File: config.mk
export PLATFORM = sky130hd
export DESIGN_NAME = fft_ctrl
export DESIGN_NICKNAME = d
export VERILOG_FILES = /design/src/rtl/fft_pkg.sv /design/src/rtl/fft_addr_gen.sv /design/src/rtl/fft_ctrl.sv
export SDC_FILE = /design/constraint.sdc
export NUM_CORES = 1
export LEC_CHECK = 0
export CAP_MARGIN = 25
export CORE_MARGIN = 8
export CORE_UTILIZATION = 39
export DETAILED_ROUTE_END_ITERATION = 16
export PLACE_DENSITY = 0.7
export SETUP_SLACK_MARGIN = 0.4
export SLEW_MARGIN = 10
export SYNTH_ARGS = -nofsm -noshare
export SYNTH_HDL_FRONTEND = slang
export SYNTH_SLANG_ARGS = --single-unit
File: constraint.sdc
create_clock -name clk -period 4.3 [get_ports clk]
set_input_delay 0.645 -clock clk [delete_from_list [all_inputs] [get_ports clk]]
set_output_delay 0.645 -clock clk [all_outputs]
set_load 0.01 [all_outputs]
File: src/rtl/fft_pkg.sv
// Shared constants, types and twiddle table for the radix-2 DIT FFT sequencer.
package fft_pkg;

    // Default transform size and write-back latency.
    localparam int N     = 32;
    localparam int LOG2N = 5;
    localparam int PIPE  = 2;

    // Packed complex sample / coefficient in Q1.15: {re, im}.
    typedef struct packed {
        logic signed [15:0] re;
        logic signed [15:0] im;
    } cplx_t;

    // Sequencer states.
    typedef enum logic [1:0] {
        ST_IDLE  = 2'd0,
        ST_RUN   = 2'd1,
        ST_DRAIN = 2'd2,
        ST_DONE  = 2'd3
    } fft_state_t;

    // W_N^k = cos(2*pi*k/N) - j*sin(2*pi*k/N) for k = 0..N/2-1, packed {re, im}.
    // The exact -1.0 at k = N/4 uses the full negative code 0x8000.
    localparam logic [31:0] TWIDDLE [N/2] = '{
        32'h7fff_0000, 32'h7d8a_e707, 32'h7642_cf04, 32'h6a6e_b8e3,
        32'h5a82_a57e, 32'h471d_9592, 32'h30fc_89be, 32'h18f9_8276,
        32'h0000_8000, 32'he707_8276, 32'hcf04_89be, 32'hb8e3_9592,
        32'ha57e_a57e, 32'h9592_b8e3, 32'h89be_cf04, 32'h8276_e707
    };

    // Twiddle lookup returning the coefficient as a complex struct.
    function automatic cplx_t twiddle(input logic [LOG2N-2:0] k);
        cplx_t w;
        w.re = TWIDDLE[k][31:16];
        w.im = TWIDDLE[k][15:0];
        return w;
    endfunction

endpackage

File: src/rtl/fft_addr_gen.sv
// Combinational butterfly address map: (stage, j) -> (addr_a, addr_b, tw_idx).
import fft_pkg::*;

module fft_addr_gen #(
    parameter int LOG2N = fft_pkg::LOG2N
) (
    input  logic [$clog2(LOG2N)-1:0] stage_i,
    input  logic [LOG2N-2:0]         j_i,
    output logic [LOG2N-1:0]         addr_a_o,
    output logic [LOG2N-1:0]         addr_b_o,
    output logic [LOG2N-2:0]         tw_idx_o
);

    localparam int SW = $clog2(LOG2N);

    logic [LOG2N-1:0] j_ext;
    logic [LOG2N-1:0] half;
    logic [LOG2N-1:0] pos;
    logic [LOG2N-1:0] grp;
    logic [SW-1:0]    tw_shamt;

    // Split j into group/position within the current span and form the pair.
    always_comb begin
        j_ext    = {1'b0, j_i};
        half     = {{(LOG2N-1){1'b0}}, 1'b1} << stage_i;
        pos      = j_ext & (half - {{(LOG2N-1){1'b0}}, 1'b1});
        grp      = j_ext >> stage_i;
        // Group base is grp * 2 * half; pos < half so OR is an add.
        addr_a_o = ((grp << stage_i) << 1) | pos;
        addr_b_o = addr_a_o + half;
        // Twiddle stride shrinks by two each stage: k = pos * (N/2) / half.
        tw_shamt = SW'(LOG2N - 1) - stage_i;
        tw_idx_o = pos[LOG2N-2:0] << tw_shamt;
    end

endmodule

File: src/rtl/fft_ctrl.sv
// Stage/butterfly sequencer for the in-place radix-2 DIT FFT.
// Issues read addresses + twiddle index per butterfly and replays them as
// write-back addresses PIPE cycles later; drains between stages so the last
// writes of one stage land before the next stage starts reading.
import fft_pkg::*;

module fft_ctrl #(
    parameter int N     = fft_pkg::N,
    parameter int LOG2N = fft_pkg::LOG2N,
    parameter int PIPE  = fft_pkg::PIPE
) (
    input  logic                     clk,
    input  logic                     reset,
    input  logic                     start,
    output logic                     busy,
    output logic                     done,
    output logic [$clog2(LOG2N)-1:0] stage,
    output logic                     rd_en,
    output logic [LOG2N-1:0]         rd_addr_a,
    output logic [LOG2N-1:0]         rd_addr_b,
    output logic [LOG2N-2:0]         tw_idx,
    output logic                     wr_en,
    output logic [LOG2N-1:0]         wr_addr_a,
    output logic [LOG2N-1:0]         wr_addr_b
);

    localparam int SW = $clog2(LOG2N);
    localparam int JW = LOG2N - 1;
    localparam int DW = (PIPE > 1) ? $clog2(PIPE) : 1;

    localparam logic [JW-1:0] J_LAST = JW'(N / 2 - 1);
    localparam logic [SW-1:0] S_LAST = SW'(LOG2N - 1);
    localparam logic [DW-1:0] D_LAST = DW'(PIPE - 1);

    fft_state_t state_q, state_d;
    logic [SW-1:0] stage_q, stage_d;
    logic [JW-1:0] j_q, j_d;
    logic [DW-1:0] drain_q, drain_d;

    logic busy_d, done_d, rd_en_d;
    logic busy_q, done_q, rd_en_q;
    logic [LOG2N-1:0] rd_addr_a_q, rd_addr_b_q;
    logic [LOG2N-2:0] tw_idx_q;

    logic [LOG2N-1:0] gen_addr_a, gen_addr_b;
    logic [LOG2N-2:0] gen_tw_idx;

    // Write-back delay line; index 0 is the issued read, index PIPE the write.
    logic [PIPE:0]                wb_en_chain;
    logic [PIPE:0][LOG2N-1:0]     wb_a_chain;
    logic [PIPE:0][LOG2N-1:0]     wb_b_chain;

    // Addresses are generated from the next-state counters so they register
    // alongside rd_en and appear in the same cycle as the strobe.
    fft_addr_gen #(
        .LOG2N (LOG2N)
    ) u_addr_gen (
        .stage_i  (stage_d),
        .j_i      (j_d),
        .addr_a_o (gen_addr_a),
        .addr_b_o (gen_addr_b),
        .tw_idx_o (gen_tw_idx)
    );

    // State, stage, butterfly and drain counters.
    always_ff @(posedge clk or posedge reset) begin
        if (reset) begin
            state_q <= ST_IDLE;
            stage_q <= '0;
            j_q     <= '0;
            drain_q <= '0;
        end else begin
            state_q <= state_d;
            stage_q <= stage_d;
            j_q     <= j_d;
            drain_q <= drain_d;
        end
    end

    // Next-state logic; terminal counter values drive every transition so no
    // counter ever wraps.
    always_comb begin
        state_d = state_q;
        stage_d = stage_q;
        j_d     = j_q;
        drain_d = drain_q;
        case (state_q)
            ST_IDLE: begin
                if (start) begin
                    state_d = ST_RUN;
                    stage_d = '0;
                    j_d     = '0;
                end
            end
            ST_RUN: begin
                if (j_q == J_LAST) begin
                    state_d = ST_DRAIN;
                    drain_d = '0;
                end else begin
                    j_d = j_q + JW'(1);
                end
            end
            ST_DRAIN: begin
                if (drain_q == D_LAST) begin
                    if (stage_q == S_LAST) begin
                        state_d = ST_DONE;
                    end else begin
                        state_d = ST_RUN;
                        stage_d = stage_q + SW'(1);
                        j_d     = '0;
                    end
                end else begin
                    drain_d = drain_q + DW'(1);
                end
            end
            ST_DONE: begin
                state_d = ST_IDLE;
            end
            default: begin
                state_d = ST_IDLE;
            end
        endcase
        rd_en_d = (state_d == ST_RUN);
        busy_d  = (state_d == ST_RUN) || (state_d == ST_DRAIN);
        done_d  = (state_d == ST_DONE);
    end

    // Registered handshake and read-side outputs; addresses hold while idle.
    always_ff @(posedge clk or posedge reset) begin
        if (reset) begin
            busy_q      <= 1'b0;
            done_q      <= 1'b0;
            rd_en_q     <= 1'b0;
            rd_addr_a_q <= '0;
            rd_addr_b_q <= '0;
            tw_idx_q    <= '0;
        end else begin
            busy_q  <= busy_d;
            done_q  <= done_d;
            rd_en_q <= rd_en_d;
            if (rd_en_d) begin
                rd_addr_a_q <= gen_addr_a;
                rd_addr_b_q <= gen_addr_b;
                tw_idx_q    <= gen_tw_idx;
            end
        end
    end

    assign wb_en_chain[0] = rd_en_q;
    assign wb_a_chain[0]  = rd_addr_a_q;
    assign wb_b_chain[0]  = rd_addr_b_q;

    genvar gi;
    generate
        for (gi = 0; gi < PIPE; gi++) begin : g_wb_pipe
            logic             en_q;
            logic [LOG2N-1:0] a_q;
            logic [LOG2N-1:0] b_q;

            // One write-back delay slot; reset flushes it so no stale write survives.
            always_ff @(posedge clk or posedge reset) begin
                if (reset) begin
                    en_q <= 1'b0;
                    a_q  <= '0;
                    b_q  <= '0;
                end else begin
                    en_q <= wb_en_chain[gi];
                    a_q  <= wb_a_chain[gi];
                    b_q  <= wb_b_chain[gi];
                end
            end

            assign wb_en_chain[gi+1] = en_q;
            assign wb_a_chain[gi+1]  = a_q;
            assign wb_b_chain[gi+1]  = b_q;
        end
    endgenerate

    assign busy      = busy_q;
    assign done      = done_q;
    assign stage     = stage_q;
    assign rd_en     = rd_en_q;
    assign rd_addr_a = rd_addr_a_q;
    assign rd_addr_b = rd_addr_b_q;
    assign tw_idx    = tw_idx_q;
    assign wr_en     = wb_en_chain[PIPE];
    assign wr_addr_a = wb_a_chain[PIPE];
    assign wr_addr_b = wb_b_chain[PIPE];

endmodule

==> flow_metrics.py <==
metrics = {
    "detailed_routing": {
        "via_per_inst": 4.95,
        "drt-initial-drc-count": 32,
        "drt_wl_total_mm": 4.13,
        "post-route-drc-count": 0,
        "drt-pass1-iter-count": 4,
        "avgRoutedWirePerCell_um": 14.0,
        "via_count": 1459,
        "ant_nets": 0,
    },
    "setup_path": {
        "crit_family": "adder cells",
        "cp_data_arrival_time_ns": 3.81,
        "required_ns": 4.47,
        "critPathBufInv": 2,
        "rr_endpoint": "rd_addr_b[4]",
        "rrSetupSlack_ns": 0.66,
        "worstPathMaxFanout": 10,
        "ff2ff_path_depth": 17,
        "cp_cell_sequence": "inv_1 -> ha_1 -> a21bo_2 -> or3_1 -> nand3_4 -> inv_2 -> ha_1 -> ha_1 -> nor3_1 -> xnor2_1 -> nand3_1 -> o211ai_1 -> o21ai_1 -> ha_1 -> a21oi_1 -> xnor2_1 -> a21oi_1",
        "cpMostUsedCell": "ha_1",
        "r2r-start": "stage[0]",
        "worst_setup_path_start_kind": "flop",
        "max_stage_delay_ns": 0.43,
        "slowest_stage": "dfrtp_2",
        "end_kind": "flop",
        "worstSetupPathType": "flop to flop",
    },
    "floorplanning": {
        "io_pins": 34,
        "fp.dieW_um": 90.8,
        "num_rows": 27,
        "die-area_sq_mm": 0.00825,
        "fp.dieH_um": 90.8,
        "core-area_sq_mm": 0.00547,
        "initial_utilization_pct": 39.9,
    },
    "status": {
        "outcome": "completed",
    },
    "grt": {
        "grt_usage_pct": 10.4,
        "grt_antenna_before_repair": 0,
        "grt_pass1_wl_mm": 7.04,
        "grt.overflow.total": 0,
        "grt_max_degree": 50,
        "grt_pass1_vias": 1496,
    },
    "power_and_ir_drop": {
        "pwr-share-clk_pct": 40.9,
        "p_seq_share_pct": 56.8,
        "leakagePower_nw": 1.24,
        "combPwrFrac_pct": 2.3,
        "p_per_area_mw_per_mm2": 298,
        "p_sw_uw": 157,
        "netSwitchingFraction_pct": 19.2,
        "p_int_uw": 658,
        "peakVddDrop_v": 0.000153,
        "finalPower_uw": 815,
    },
    "sta": {
        "finalHoldViolCount": 0,
        "finalSetupTns_ns": 0,
        "drv_slew": 0,
        "min_period_ns": 3.64,
        "fmax_mhz": 275,
        "rsz0062_at_grt": "false",
        "period_share_pct": 84.5,
        "setup_viol": 0,
        "skew_ns": 0.00660,
        "worst_slack_ns": 0.664,
    },
    "run": {
        "maxCapViolCount": 0,
    },
    "synthesis": {
        "synth_top_cells_by_area": "dfrtp_1 (56%), ha_1 (7.4%), a21oi_1 (3.0%)",
        "synthArstFlopShare_pct": 100,
        "synth_top_area_share_pct": 56.2,
        "synth_warnings": 0,
        "synth.avg_cell_area_sq_um": 11.8,
        "syn_inst": 185,
        "synth_enable_flop_cells": 0,
        "synthesis.nets": 202,
        "synth-seq-area-share_pct": 56.2,
        "ys_types": 50,
        "netlist_area_sq_mm": 0.00218,
        "ys.flop_type": "dfrtp_1",
        "synth_area_leader_cell": "dfrtp_1",
        "synth.ff_latch_count": 49,
    },
    "clock_tree": {
        "cts_hold_buffers": 0,
        "clkSlewWorstSetupHoldPaths_ns": 0.09,
        "clock_sinks": 49,
        "cts_tree": "built",
        "root_buffer": "clkbuf_8",
        "htreeDepth": 2,
        "clkLatencyLatePin_ns": 0.30,
        "clock_path_buffers": 2,
        "cts_made_buffers": 5,
    },
    "cells_and_area": {
        "fillers": 501,
        "fin_cells": 295,
        "drive_above_1_share_pct": 11.7,
        "nets": 239,
        "diodes": 0,
        "syn_to_final_growth_pct": 25.0,
    },
    "place": {
        "dp_slack_ns": 0.454,
        "place.gp.congestion": 0.887,
        "dp_cells": 286,
        "io_buffers": 33,
        "hpwl_mm": 3.00,
    },
    "min_path": {
        "hold_path.class": "flop to flop",
        "min_from": "g_wb_pipe[0].b_q[0]",
        "worst_hold_path.num_cells": 0,
        "holdPathEnd": "wr_addr_b[0]",
    },
}
-- cell usage after synthesis (2+ instances only) --
library cell / instances
a21oi_1: 13
and2_1: 2
and3_1: 3
clkbuf_1: 2
dfrtp_1: 49
ha_1: 13
inv_1: 15
inv_2: 2
mux2_2: 5
mux2i_1: 3
nand2_1: 8
nand2b_1: 2
nand3_1: 8
nand3b_1: 2
nor2_1: 11
nor2b_1: 2
o211ai_1: 2
o21ai_0: 3
o21ai_1: 4
o22ai_1: 2
xnor2_1: 5
-- layout by cell type (no fill, tap or decap), types with 6 or more instances in the layout --
master           count
dfrtp_1             47
ha_1                13
nand2_1              8
inv_1               14
clkdlybuf4s50_1     33
nand3_1              8
nor2_1              11
a21oi_1             13
clkbuf_8             6
-- state kept, by name, indices dropped and copies added, names as in the netlist --
| signal | count |
|---|---|
| done | 1 |
| j_q | 4 |
| busy | 1 |
| wr_en | 1 |
| g_wb_pipe.b_q | 5 |
| stage | 3 |
| rd_addr_b | 5 |
| g_wb_pipe.a_q | 5 |
| state_q | 2 |
| drain_q | 1 |
| wr_addr_b | 5 |
| wr_addr_a | 5 |
| g_wb_pipe.en_q | 1 |
| tw_idx | 4 |
| rd_en | 1 |
| rd_addr_a | 5 |
-- area by class of cell --
cell class	instances	area, sq um	area share, %
clock buffers	6	82.6	3.02
clock inverters	2	37.5	1.37
inverters	17	63.8	2.34
multi-input cells	114	870	31.9
flip-flops and latches	49	1230	45.0
well taps	72	90.1	3.30
repair buffers	35	358	13.1
-- through the flow --
| stage | area [sq um] | hold WS (ns) | util (%) |
|---|---|---|---|
| floorplan | 2180 | 0.331 | - |
| finish | 2730 | 0.352 | 49.9 |
| global route | 2730 | 0.363 | 49.9 |
| global placement | 2580 | 0.332 | 47.1 |
| detailed placement | 2580 | 0.336 | 47.1 |
| CTS | 2700 | 0.357 | 49.3 |
-- power groups by stage --
stage	Sequential, mW	Clock [mW]	Combinational [mW]
finish	0.463	0.333	0.0185
global route	0.463	0.366	0.0216
CTS	0.463	0.348	0.0174
detailed placement	0.472	0	0.0174
global placement	0.472	0	0.0170
floorplan	0.473	0	0.00935
-- metal layers --
metal	GRT usage, %	vias to the layer above	routed length [um]
met3	4.49	7	311
met2	16.1	39	1890
li1	-	710	-
met1	12.3	703	1860
met5	0	-	0
met4	4.91	0	75
-- logic make-up (layout without fill, tap and decap cells) --
| family | count (synthesis) | in the layout | synth area share [%] |
|---|---|---|---|
| fa+ha+maj | 14 | 14 | 8.37 |
| flops | 49 | 49 | 56.2 |
| mux | 8 | 8 | 3.95 |
| buf+inv | 22 | 60 | 4.36 |
| compound gates | 39 | 39 | 13.3 |
| other cells | 1 | 1 | 0.172 |
| simple gates | 47 | 47 | 11.7 |
| xor+xnor | 5 | 5 | 2.01 |
-- worst max path at each step --
| stage | from | to | slack, ns | depth (start not counted) |
|---|---|---|---|---|
| final | stage[0] | rd_addr_b[4] | 0.66 | 17 |
| after global routing | stage[0] | rd_addr_b[4] | 0.43 | 17 |
| after detailed placement | start | rd_addr_b[4] | 0.45 | 14 |
| after global placement | start | rd_addr_b[4] | 0.55 | 13 |
| after floorplan | stage[1] | rd_addr_b[3] | 0.97 | 16 |
| after CTS | stage[0] | rd_addr_b[4] | 0.60 | 17 |
-- timing repair --
| action | CTS | global route |
|---|---|---|
| buffers inserted | 0 | 0 |
| endpoints found under the setup margin | 0 | 1 |
| endpoints found under the hold margin | 0 | 0 |
| gates resized for setup | 0 | 3 |
(Power assumes the default switching activity.)
